$ cat config.mk
export PLATFORM = sky130hd
export DESIGN_NAME = pipeline_hazard_ctrl
export DESIGN_NICKNAME = d
export VERILOG_FILES = /design/src/rtl/pipe_ctrl_pkg.sv /design/src/rtl/hazard_detect.sv /design/src/rtl/pipeline_hazard_ctrl.sv
export SDC_FILE = /design/constraint.sdc
export NUM_CORES = 1
export LEC_CHECK = 0
export CORE_MARGIN = 2
export CORE_UTILIZATION = 35
export CTS_BUF_LIST = sky130_fd_sc_hd__clkbuf_8 sky130_fd_sc_hd__clkbuf_16
export CTS_CLUSTER_SIZE = 12
export DETAILED_ROUTE_END_ITERATION = 8
export PLACE_DENSITY = 0.67
export SLEW_MARGIN = 20
export SYNTH_ARGS = -nofsm -noshare
export SYNTH_HDL_FRONTEND = slang
export SYNTH_SLANG_ARGS = --single-unit
$ cat constraint.sdc
create_clock -name clk -period 2 [get_ports clk]
set_input_delay 0.2 -clock clk [delete_from_list [all_inputs] [get_ports clk]]
set_output_delay 0.2 -clock clk [all_outputs]
set_load 0.05 [all_outputs]
$ cat src/rtl/pipe_ctrl_pkg.sv
// -----------------------------------------------------------------------------
// pipe_ctrl_pkg
// Shared definitions for the pipeline hazard / trap controller:
//   - ctrl_state_e : controller FSM states (RUN, DRAIN, TRAP, RETURN)
//   - PC_SEL_*     : encodings of the pc_sel output driven to the fetch mux
//   - exc_cause_e  : exception cause codes latched into exception_vector
//   - pipe_ctrl_t  : bundle of the per-cycle pipeline control outputs
//   - sat_inc16    : saturating increment used by the stall-cycle counter
// -----------------------------------------------------------------------------
package pipe_ctrl_pkg;

  // Controller FSM states.
  typedef enum logic [1:0] {
    ST_RUN    = 2'd0,
    ST_DRAIN  = 2'd1,
    ST_TRAP   = 2'd2,
    ST_RETURN = 2'd3
  } ctrl_state_e;

  // Next-PC source selection seen by the fetch stage.
  localparam logic [1:0] PC_SEL_SEQ    = 2'd0;  // pc + 4
  localparam logic [1:0] PC_SEL_BRANCH = 2'd1;  // branch/jump target from EX
  localparam logic [1:0] PC_SEL_TRAP   = 2'd2;  // trap vector
  localparam logic [1:0] PC_SEL_RET    = 2'd3;  // saved return PC (MRET)

  // Exception cause codes carried on exc_cause / exception_vector.
  typedef enum logic [2:0] {
    CAUSE_NONE         = 3'd0,
    CAUSE_INSN_MISALGN = 3'd1,
    CAUSE_ILLEGAL      = 3'd2,
    CAUSE_BREAKPOINT   = 3'd3,
    CAUSE_LOAD_FAULT   = 3'd4,
    CAUSE_STORE_FAULT  = 3'd5,
    CAUSE_ECALL        = 3'd6,
    CAUSE_RESERVED     = 3'd7
  } exc_cause_e;

  // Per-cycle pipeline controls, kept together so the FSM can start every
  // cycle from a single quiet value and only raise what a state needs.
  typedef struct packed {
    logic       pc_write_disable;
    logic       ifid_write_disable;
    logic       ifid_flush;
    logic       idex_flush;
    logic [1:0] pc_sel;
  } pipe_ctrl_t;

  localparam pipe_ctrl_t CTRL_IDLE = '{
    pc_write_disable   : 1'b0,
    ifid_write_disable : 1'b0,
    ifid_flush         : 1'b0,
    idex_flush         : 1'b0,
    pc_sel             : PC_SEL_SEQ
  };

  localparam logic [15:0] STALL_CNT_MAX = 16'hFFFF;

  // Saturating increment: holds at all-ones instead of wrapping to zero so a
  // long-running stall count never reads back as "few stalls".
  function automatic logic [15:0] sat_inc16(input logic [15:0] value);
    logic [15:0] result;
    if (value == STALL_CNT_MAX) begin
      result = value;
    end else begin
      result = value + 16'd1;
    end
    return result;
  endfunction

endpackage

$ cat src/rtl/hazard_detect.sv
// -----------------------------------------------------------------------------
// hazard_detect
// Combinational load-use hazard comparator. Flags the case where the
// instruction in EX is a load whose destination is read by the instruction in
// ID; the loaded value is not available for forwarding in time, so ID must
// wait one cycle.
// Ports:
//   id_rs1, id_rs2 [4:0] in  : source registers of the ID instruction
//   idex_mem_read        in  : EX instruction is a load
//   idex_rd        [4:0] in  : destination register of the EX instruction
//   load_use             out : hazard present this cycle
// -----------------------------------------------------------------------------
module hazard_detect (
  input  logic [4:0] id_rs1,
  input  logic [4:0] id_rs2,
  input  logic       idex_mem_read,
  input  logic [4:0] idex_rd,
  output logic       load_use
);

  logic rd_nonzero_s;
  logic rs1_match_s;
  logic rs2_match_s;

  // x0 is hardwired to zero, so a load targeting it never creates a dependency.
  assign rd_nonzero_s = (idex_rd != 5'd0);
  assign rs1_match_s  = (idex_rd == id_rs1);
  assign rs2_match_s  = (idex_rd == id_rs2);

  assign load_use = idex_mem_read & rd_nonzero_s & (rs1_match_s | rs2_match_s);

endmodule

$ cat src/rtl/pipeline_hazard_ctrl.sv
// -----------------------------------------------------------------------------
// pipeline_hazard_ctrl
// Central pipeline controller: resolves load-use hazards, taken branches and
// cache stalls during normal execution, and sequences exception entry
// (DRAIN -> TRAP) and MRET return (RETURN).
// Parameters:
//   DRAIN_MAX : maximum DRAIN cycles before TRAP is forced
// Ports:
//   clk, reset (sync, active-high)
//   id_rs1, id_rs2 [4:0]        in  : ID source registers
//   idex_mem_read, idex_rd[4:0] in  : load in EX and its destination
//   ex_branch_taken             in  : taken branch/jump resolved in EX
//   exc_valid, exc_cause[2:0]   in  : exception request and cause
//   id_is_mret                  in  : MRET in ID
//   i_cache_stall, d_cache_stall in : cache miss pending
//   rob_empty                   in  : nothing left in flight
//   pc_write_disable, ifid_write_disable, ifid_flush, idex_flush  out
//   pc_sel[1:0]                 out : 0 seq, 1 branch, 2 trap, 3 return
//   supervisor_mode             out : current privilege (registered)
//   exception_vector[2:0]       out : latched cause (registered)
//   stall_count[15:0]           out : saturating PC-stall cycle count
// Pipeline controls are combinational from state and inputs so they act in
// the same cycle as the event that causes them.
// -----------------------------------------------------------------------------
module pipeline_hazard_ctrl #(
  parameter int DRAIN_MAX = 16
) (
  input  logic       clk,
  input  logic       reset,
  input  logic [4:0] id_rs1,
  input  logic [4:0] id_rs2,
  input  logic       idex_mem_read,
  input  logic [4:0] idex_rd,
  input  logic       ex_branch_taken,
  input  logic       exc_valid,
  input  logic [2:0] exc_cause,
  input  logic       id_is_mret,
  input  logic       i_cache_stall,
  input  logic       d_cache_stall,
  input  logic       rob_empty,
  output logic       pc_write_disable,
  output logic       ifid_write_disable,
  output logic       ifid_flush,
  output logic       idex_flush,
  output logic [1:0] pc_sel,
  output logic       supervisor_mode,
  output logic [2:0] exception_vector,
  output logic [15:0] stall_count
);

  import pipe_ctrl_pkg::*;

  // Counter only has to reach DRAIN_MAX-1.
  localparam int DRAIN_CNT_W = (DRAIN_MAX > 1) ? $clog2(DRAIN_MAX) : 1;
  localparam logic [DRAIN_CNT_W-1:0] DRAIN_LAST = DRAIN_CNT_W'(DRAIN_MAX - 1);
  localparam logic [DRAIN_CNT_W-1:0] DRAIN_ZERO = {DRAIN_CNT_W{1'b0}};
  localparam logic [DRAIN_CNT_W-1:0] DRAIN_ONE  = DRAIN_CNT_W'(1);

  ctrl_state_e            state_r;
  ctrl_state_e            state_next_s;
  logic [DRAIN_CNT_W-1:0] drain_cnt_r;
  logic [DRAIN_CNT_W-1:0] drain_cnt_next_s;
  logic                   sup_r;
  logic                   sup_next_s;
  logic [2:0]             exc_vec_r;
  logic [2:0]             exc_vec_next_s;
  logic [15:0]            stall_cnt_r;
  logic [15:0]            stall_cnt_next_s;
  pipe_ctrl_t             ctrl_s;
  logic                   load_use_s;
  logic                   cache_stall_s;

  hazard_detect u_hazard_detect (
    .id_rs1        (id_rs1),
    .id_rs2        (id_rs2),
    .idex_mem_read (idex_mem_read),
    .idex_rd       (idex_rd),
    .load_use      (load_use_s)
  );

  assign cache_stall_s = i_cache_stall | d_cache_stall;

  // Next-state, next-register values and pipeline controls for the current cycle.
  always_comb begin
    state_next_s     = state_r;
    drain_cnt_next_s = drain_cnt_r;
    sup_next_s       = sup_r;
    exc_vec_next_s   = exc_vec_r;
    ctrl_s           = CTRL_IDLE;

    if (reset) begin
      // Controls stay quiet for the whole reset cycle; registers are
      // cleared by the sequential block.
      ctrl_s = CTRL_IDLE;
    end else begin
      case (state_r)
        ST_RUN: begin
          drain_cnt_next_s = DRAIN_ZERO;
          if (exc_valid) begin
            // Exception wins over everything: stop fetch, kill the ID slot
            // and let older instructions drain.
            exc_vec_next_s          = exc_cause;
            ctrl_s.pc_write_disable = 1'b1;
            ctrl_s.ifid_flush       = 1'b1;
            state_next_s            = ST_DRAIN;
          end else if (d_cache_stall) begin
            // Whole front end freezes; a pending branch is seen again once
            // the stall clears, so nothing is flushed here.
            ctrl_s.pc_write_disable   = 1'b1;
            ctrl_s.ifid_write_disable = 1'b1;
          end else if (ex_branch_taken) begin
            // Redirect; the younger instructions in IF/ID are wrong-path, so
            // the load-use stall they might have needed is moot.
            ctrl_s.pc_sel     = PC_SEL_BRANCH;
            ctrl_s.ifid_flush = 1'b1;
            ctrl_s.idex_flush = 1'b1;
          end else if (load_use_s) begin
            // Hold PC and ID, send a bubble into EX.
            ctrl_s.pc_write_disable   = 1'b1;
            ctrl_s.ifid_write_disable = 1'b1;
            ctrl_s.idex_flush         = 1'b1;
          end else if (i_cache_stall) begin
            // Fetch has nothing valid; feed a bubble into ID.
            ctrl_s.pc_write_disable = 1'b1;
            ctrl_s.ifid_flush       = 1'b1;
          end else if (id_is_mret && sup_r) begin
            // MRET only acts from supervisor mode and only when it is not
            // being stalled or squashed this cycle.
            state_next_s = ST_RETURN;
          end else begin
            state_next_s = ST_RUN;
          end
        end

        ST_DRAIN: begin
          ctrl_s.pc_write_disable = 1'b1;
          ctrl_s.ifid_flush       = 1'b1;
          if (rob_empty || (drain_cnt_r == DRAIN_LAST)) begin
            drain_cnt_next_s = DRAIN_ZERO;
            state_next_s     = ST_TRAP;
          end else begin
            drain_cnt_next_s = drain_cnt_r + DRAIN_ONE;
            state_next_s     = ST_DRAIN;
          end
        end

        ST_TRAP: begin
          ctrl_s.pc_sel     = PC_SEL_TRAP;
          ctrl_s.ifid_flush = 1'b1;
          ctrl_s.idex_flush = 1'b1;
          if (cache_stall_s) begin
            // Redirect cannot complete yet: keep presenting it and do not
            // commit the privilege change until it does.
            ctrl_s.pc_write_disable = 1'b1;
            state_next_s            = ST_TRAP;
          end else begin
            sup_next_s   = 1'b1;
            state_next_s = ST_RUN;
          end
        end

        ST_RETURN: begin
          ctrl_s.pc_sel     = PC_SEL_RET;
          ctrl_s.ifid_flush = 1'b1;
          ctrl_s.idex_flush = 1'b1;
          if (cache_stall_s) begin
            ctrl_s.pc_write_disable = 1'b1;
            state_next_s            = ST_RETURN;
          end else begin
            sup_next_s   = 1'b0;
            state_next_s = ST_RUN;
          end
        end

        default: begin
          state_next_s     = ST_RUN;
          drain_cnt_next_s = DRAIN_ZERO;
        end
      endcase
    end

    if (ctrl_s.pc_write_disable) begin
      stall_cnt_next_s = sat_inc16(stall_cnt_r);
    end else begin
      stall_cnt_next_s = stall_cnt_r;
    end
  end

  // State and status registers with synchronous reset.
  always_ff @(posedge clk) begin
    if (reset) begin
      state_r     <= ST_RUN;
      drain_cnt_r <= DRAIN_ZERO;
      sup_r       <= 1'b0;
      exc_vec_r   <= 3'd0;
      stall_cnt_r <= 16'd0;
    end else begin
      state_r     <= state_next_s;
      drain_cnt_r <= drain_cnt_next_s;
      sup_r       <= sup_next_s;
      exc_vec_r   <= exc_vec_next_s;
      stall_cnt_r <= stall_cnt_next_s;
    end
  end

  assign pc_write_disable   = ctrl_s.pc_write_disable;
  assign ifid_write_disable = ctrl_s.ifid_write_disable;
  assign ifid_flush         = ctrl_s.ifid_flush;
  assign idex_flush         = ctrl_s.idex_flush;
  assign pc_sel             = ctrl_s.pc_sel;
  assign supervisor_mode    = sup_r;
  assign exception_vector   = exc_vec_r;
  assign stall_count        = stall_cnt_r;

endmodule

Yosys cells after proc, flatten, opt, wreduce, memory -nomap -nowiden
Index checks and enable logic that the tools add are counted.
{ "classes": {"add_sub_neg": 2, "n_eq_ne": 13, "muxes": 34, "n_bitwise": 5, "reduce_logical": 12} }
{ "op_table": {"columns": ["cell", "count"], "rows": [
  ["$mux W2", 12],
  ["$add A16 B1 Y16 const B", 1],
  ["$eq A16 B16 Y1 const B", 1],
  ["$mux W1", 12],
  ["$ne A3 B3 Y1 const B", 4],
  ["$eq A5 B5 Y1", 2],
  ["$pmux W3 S3", 1],
  ["$mux W4", 2],
  ["$pmux W2 S4", 1],
  ["$pmux W4 S2", 1],
  ["$mux W6", 1],
  ["$reduce_bool A5 Y1", 1],
  ["$add A4 B1 Y4 const B", 1],
  ["$eq A2 B2 Y1 const B", 2],
  ["$eq A4 B4 Y1 const B", 1],
  ["$ne A2 B2 Y1 const B", 2],
  ["$pmux W1 S2", 2],
  ["$reduce_and A2 Y1", 2],
  ["$reduce_and A4 Y1", 1],
  ["$reduce_bool A2 Y1", 2],
  ["$mux W3", 1],
  ["$pmux W1 S3", 1],
  ["$reduce_and A3 Y1", 1],
  ["$reduce_or A3 Y1", 1],
  ["8 further kinds", 10]
]} }
{ "totals": {"register_bits": 26} }

Logic depth before layout (Yosys ltp)
{ "logic_depth": {"depth_word": 10, "mapped_depth": 9, "ltp_nobuf": 7} }

By module
Synthesis repeated with hierarchy kept, for this count alone.
{ "hier_totals": {"hier_cells": 184, "hier_area_um2": 1487.7} }
{ "modules_own_cells": {"columns": ["mod", "n_inst", "cells_each", "area_each_um2"], "rows": [
  ["pipeline_hazard_ctrl", 1, 167, 1362.6],
  ["hazard_detect", 1, 17, 125.1]
]} }

Worst setup path after synthesis
OpenSTA, ideal clock, no wires.
{ "synth_timing": {"path_kind": "register to register", "from": "register stall_cnt_r[0] (netlist: stall_count[0])", "to": "register stall_cnt_r[1] (netlist: stall_count[1])", "t_arrival_ns": 2.227, "required_ns": 1.930, "path_slack_ns": -0.298, "stages_incl_launch_ff": 10, "path_buffers": 2, "synth_period_minus_slack_ns": 2.298, "cell_sequence": "dfxtp_1 > ha_1 > and3_1 > and3_1 > nand2_1 > nor2_1 > buf_2 > buf_2 > o21ai_0 > a21oi_1"} }
{ "synth_via": {"elab_chain_len": 3, "word_cells_on_any_way": 4, "cone_classes": "add/sub (1); eq/ne (1); bitwise (1); reduce/logical (1)"} }
{ "synth_rtl": {"columns": ["item", "line", "text"], "rows": [
  ["from (decl)", "pipeline_hazard_ctrl.sv:67", "logic [15:0] stall_cnt_r;"],
  ["from (signal assigned)", "pipeline_hazard_ctrl.sv:202", "stall_cnt_r <= stall_cnt_next_s;"],
  ["branches (longest 3 deep; another with $add A16 B1 Y16)", null, null]
]} }
Several ways; the timed one is not identified.
A chain may end at the register's enable or synchronous reset.

Final worst setup path
{ "layout_timing": {"from": "register state_r[0]", "to": "register stall_cnt_r[10] (netlist: stall_count[10])"} }
{ "layout_via": {"elab_chain_len": 5, "word_cells_on_any_way": 8, "cone_classes": "eq/ne (3); mux (2); reduce/logical (3)"} }
{ "layout_rtl": {"columns": ["item", "line", "text"], "rows": [
  ["from (decl)", "pipeline_hazard_ctrl.sv:59", "ctrl_state_e state_r;"],
  ["from (signal assigned)", "pipeline_hazard_ctrl.sv:198", "state_r <= state_next_s;"],
  ["$eq A2 B2 Y1", "pipeline_hazard_ctrl.sv:96", "case (state_r)"],
  ["$reduce_or A2 Y1 (no line)", null, null],
  ["$pmux W1 S3 *", "pipeline_hazard_ctrl.sv:96", null],
  ["$mux W6 *", "pipeline_hazard_ctrl.sv:91", "if (reset) begin"],
  ["$reduce_and A2 Y1 (no line) *", null, null]
]} }
Every way passes the cells marked *; elsewhere a longest branch is shown, timed or not.

==> impl_results.md <==
- Detailed Route Iter0 Violations: 100
- Worst-Margin Slew: 0.501 ns
- Crit path arrival time: 2.15 ns
- Post-Syn Nets: 212
- Worst hold slack: 0.457 ns
- Area grow syn2layout: 70.4%
- Ys Warns: 0
- Synth Area in Compound Gates: 24.6%
- Post-route minimum period: 1.94 ns
- Worst skew pair latency: 0.27 ns
- H-tree Lvls: 1
- Ranking of synthesized cells by area: dfxtp_1 35%, xor2_1 5.9%, a21oi_1 5.4%
- Hpwl dp: 3100 microns
- Area leader, netlist: dfxtp_1
- Critical path class: flip-flop to flip-flop
- Cell at the slowest stage of the critical path: or4_4
- Fin worst setup slack: 0.0590 ns
- Final setup violating endpoints: 0
- CTS tree: built
- Max_slew headroom: 66.5%
- Clock root cell: clkbuf_8
- Placed Cells incl. Taps: 302
- Startpoint Class: flip-flop
- Largest family of logic cells by synthesized area: simple AND/OR/NAND/NOR gates
- Skew final: 0.00198 ns
- Share of layout cells above drive strength 1: 32.0%
- Largest net degree at the start of global routing: 30
- Seq/Total Area, Yosys: 35.0%
- Switching share of power: 27.5%
- Io pins: 53
- Top delay family on crit path: compound AO/OA/AOI/OAI gates
- Core area: 4060 sq um
- Hold Path Class: flip-flop to flip-flop
- Portion of netlist area occupied by mux cells: 2.52%
- Pwr dens: 517 nW/um^2
- Die Y: 69.2 microns
- Sequential power share: 40.8%
- Post-synthesis xor/xnor area fraction: 5.89%
- Sum Neg Setup Slack: 0 ns
- Yosys reg bits: 26
- Fillers: 345
- Final slew viol count: 0
- Die W: 69.2 microns
- DR vias: 1,664
- Hold buffer count at cts: 0
- Main synth FF type: dfxtp_1
- Synthesized area: 1490 sq um
- Die ar.: 4790 sq um
- Unique masters post-synth: 44
- F_max: 0.515 GHz
- Hold Fails Final Rpt: 0
- Synth top area share: 35.0%
- Max cap viols: 0
- Fin crit share: 97.1%
- ANT cells: 0
- Clock slew at reported path FFs: 0.09 ns
- Initial antenna violation count: 0
- Routed WL: 4430 microns
- Worst VDD drop: 0.000296 V
- Post-Synth Adder-Cell Area: 1.68%
- Rows: 23
- Critical Path, Cell by Cell: nor3_2 > a2111o_1 > o21a_4 > buf_6 > or4_4 > a21oi_2
- NetSw: 0.000361 W
- Drt drc: 0
- Placer congestion estimate: 0.819
- CP max stage delay: 0.51 ns
- Via density: 5.39
- CTS Buffer Depth: 2
- Combinational share of power: 25.4%
- Vias in the first global route: 1,577
- Final ANT Viol Nets: 0
- TritonCTS Sinks: 26
- Pre-CTS setup slack: -0.493 ns
- Post-Layout Cell Count: 309
- Buf/Inv on CP: 1
- First-pass GRT wire length: 7110 microns
- Mapped Cells: 183
- Crit path max fanout: 7
- Leak: 1.01 nW
- WL/cell: 14.3 microns
- Worst Setup End Kind: flip-flop
- IO buf count: 52
- Router iterations before antenna repair: 4
- Total GRT Usage: 17.9%
- Nets: 289
- Initial Util: 36.7%
- CTS buffer count: 3
- Req. time, crit path: 2.21 ns
- GRT overflow: 0
- P_int: 0.000950 W
- Syn_area_per_cell: 8.13 sq um
- Clock power share: 33.8%
- Run status: completed
- Async SR Flop Fraction: 0%
- Simple-Gate Fraction of Synth Area: 26.1%
- Number of enable flip-flop cells after synthesis: 0
cell usage after synthesis, types with 2 or more instances:
| library cell | count |
|---|---|
| inv_1 | 4 |
| o311ai_0 | 5 |
| nor2_1 | 15 |
| mux2_2 | 2 |
| o41ai_1 | 5 |
| nor2b_1 | 3 |
| nor3_1 | 9 |
| nand4_1 | 4 |
| o31ai_1 | 5 |
| or3_1 | 2 |
| a21o_1 | 2 |
| o21ai_0 | 9 |
| a31oi_1 | 2 |
| buf_2 | 3 |
| a21oi_1 | 16 |
| dfxtp_1 | 26 |
| and3_1 | 3 |
| or4_1 | 7 |
| ha_1 | 2 |
| xor2_1 | 10 |
| nand3_1 | 12 |
| clkbuf_1 | 2 |
| nand2_1 | 14 |
placed cells by master (no fill, tap or decap), types with 4 or more instances in the layout:
| cell | instances |
|---|---|
| clkdlybuf4s50_1 | 28 |
| buf_4 | 24 |
| dfxtp_1 | 17 |
| nor2_1 | 13 |
| nand2_1 | 13 |
| nand3_1 | 12 |
| a21oi_1 | 10 |
| o21ai_0 | 8 |
| dlymetal6s2s_1 | 8 |
| buf_6 | 7 |
| xor2_1 | 6 |
| a21oi_2 | 6 |
| nor3_1 | 5 |
| o41ai_1 | 5 |
| dlygate4sd2_1 | 5 |
| dfxtp_2 | 5 |
| inv_1 | 4 |
| xor2_2 | 4 |
| nor3_2 | 4 |
| or4_4 | 4 |
| nand4_1 | 4 |
| o311ai_0 | 4 |
| dfxtp_4 | 4 |
kinds of logic (layout without fill, tap and decap cells):
logic type,after synthesis,after routing
AOI/OAI and AO/OA,54,54
xor gates and xnor gates,10,10
adders and majority gates,2,2
buffers and inverters,13,89
DFF,26,26
muxes,3,3
and+or+nand+nor,75,75
timing repair:
item,CTS,global route
setup endpoints to repair,19,12
endpoints found under the hold margin,0,0
resized for setup,29,39
setup buffers,3,0
pin swaps,11,20
sequential cells by signal (all words and copies together), names as in the netlist:
| signal | count |
|---|---|
| stall_count | 16 |
| supervisor_mode | 1 |
| exception_vector | 3 |
| drain_cnt_r | 4 |
| state_r | 2 |
per-stage QoR:
stage / utilization (%) / instance area, sq um / power, W
after floorplan: - / 1520 / 0.000696
after global placement: 55.9 / 2270 / 0.000844
after detailed placement: 55.9 / 2270 / 0.000847
after CTS: 59.5 / 2410 / 0.00130
after global routing: 62.5 / 2530 / 0.00136
final: 62.5 / 2530 / 0.00131
final cells by class:
cell class	instances	area [sq um]	share of cell area, %
repair buffers	80	783	30.9
inverters	5	21.3	0.839
clock buffers	3	41.3	1.63
clock inverters	1	30.0	1.18
multi-input cells	144	1050	41.6
well taps	50	62.6	2.47
flip-flops and latches	26	542	21.4
worst min-delay path, stage by stage (launching register included):
cell and delay, ns:
dfxtp_1 0.32, nand2_1 0.05, a21oi_1 0.05
final timing paths:
| path | from | end | slack (ns) | depth (start not counted) |
|---|---|---|---|---|
| worst max register to register | state_r[0] | stall_count[10] | 0.06 | 6 |
| worst max-delay path | state_r[0] | stall_count[10] | 0.06 | 6 |
| worst min register to register | exception_vector[1] | exception_vector[1] | 0.46 | 2 |
| worst min-delay path | exception_vector[1] | exception_vector[1] | 0.46 | 2 |
layer usage:
| layer | track usage [%] | vias to the layer above | part of all wire (%) |
|---|---|---|---|
| met5 | 0 | - | 0 |
| met4 | 6.10 | 0 | 1.1 |
| met3 | 1.74 | 4 | 3.2 |
| met2 | 30.6 | 35 | 50 |
| met1 | 23.6 | 781 | 46 |
| li1 | - | 844 | - |
power by group through the flow:
stage	logic, W	registers [W]	clock network (W)
4_1_cts	0.000318	0.000534	0.000452
3_5_place_dp	0.000301	0.000546	0
5_1_grt	0.000358	0.000537	0.000468
2_1_floorplan	0.000120	0.000577	0
6_report	0.000333	0.000534	0.000443
3_3_place_gp	0.000299	0.000545	0
No activity file was read; power rests on OpenSTA's default activity.
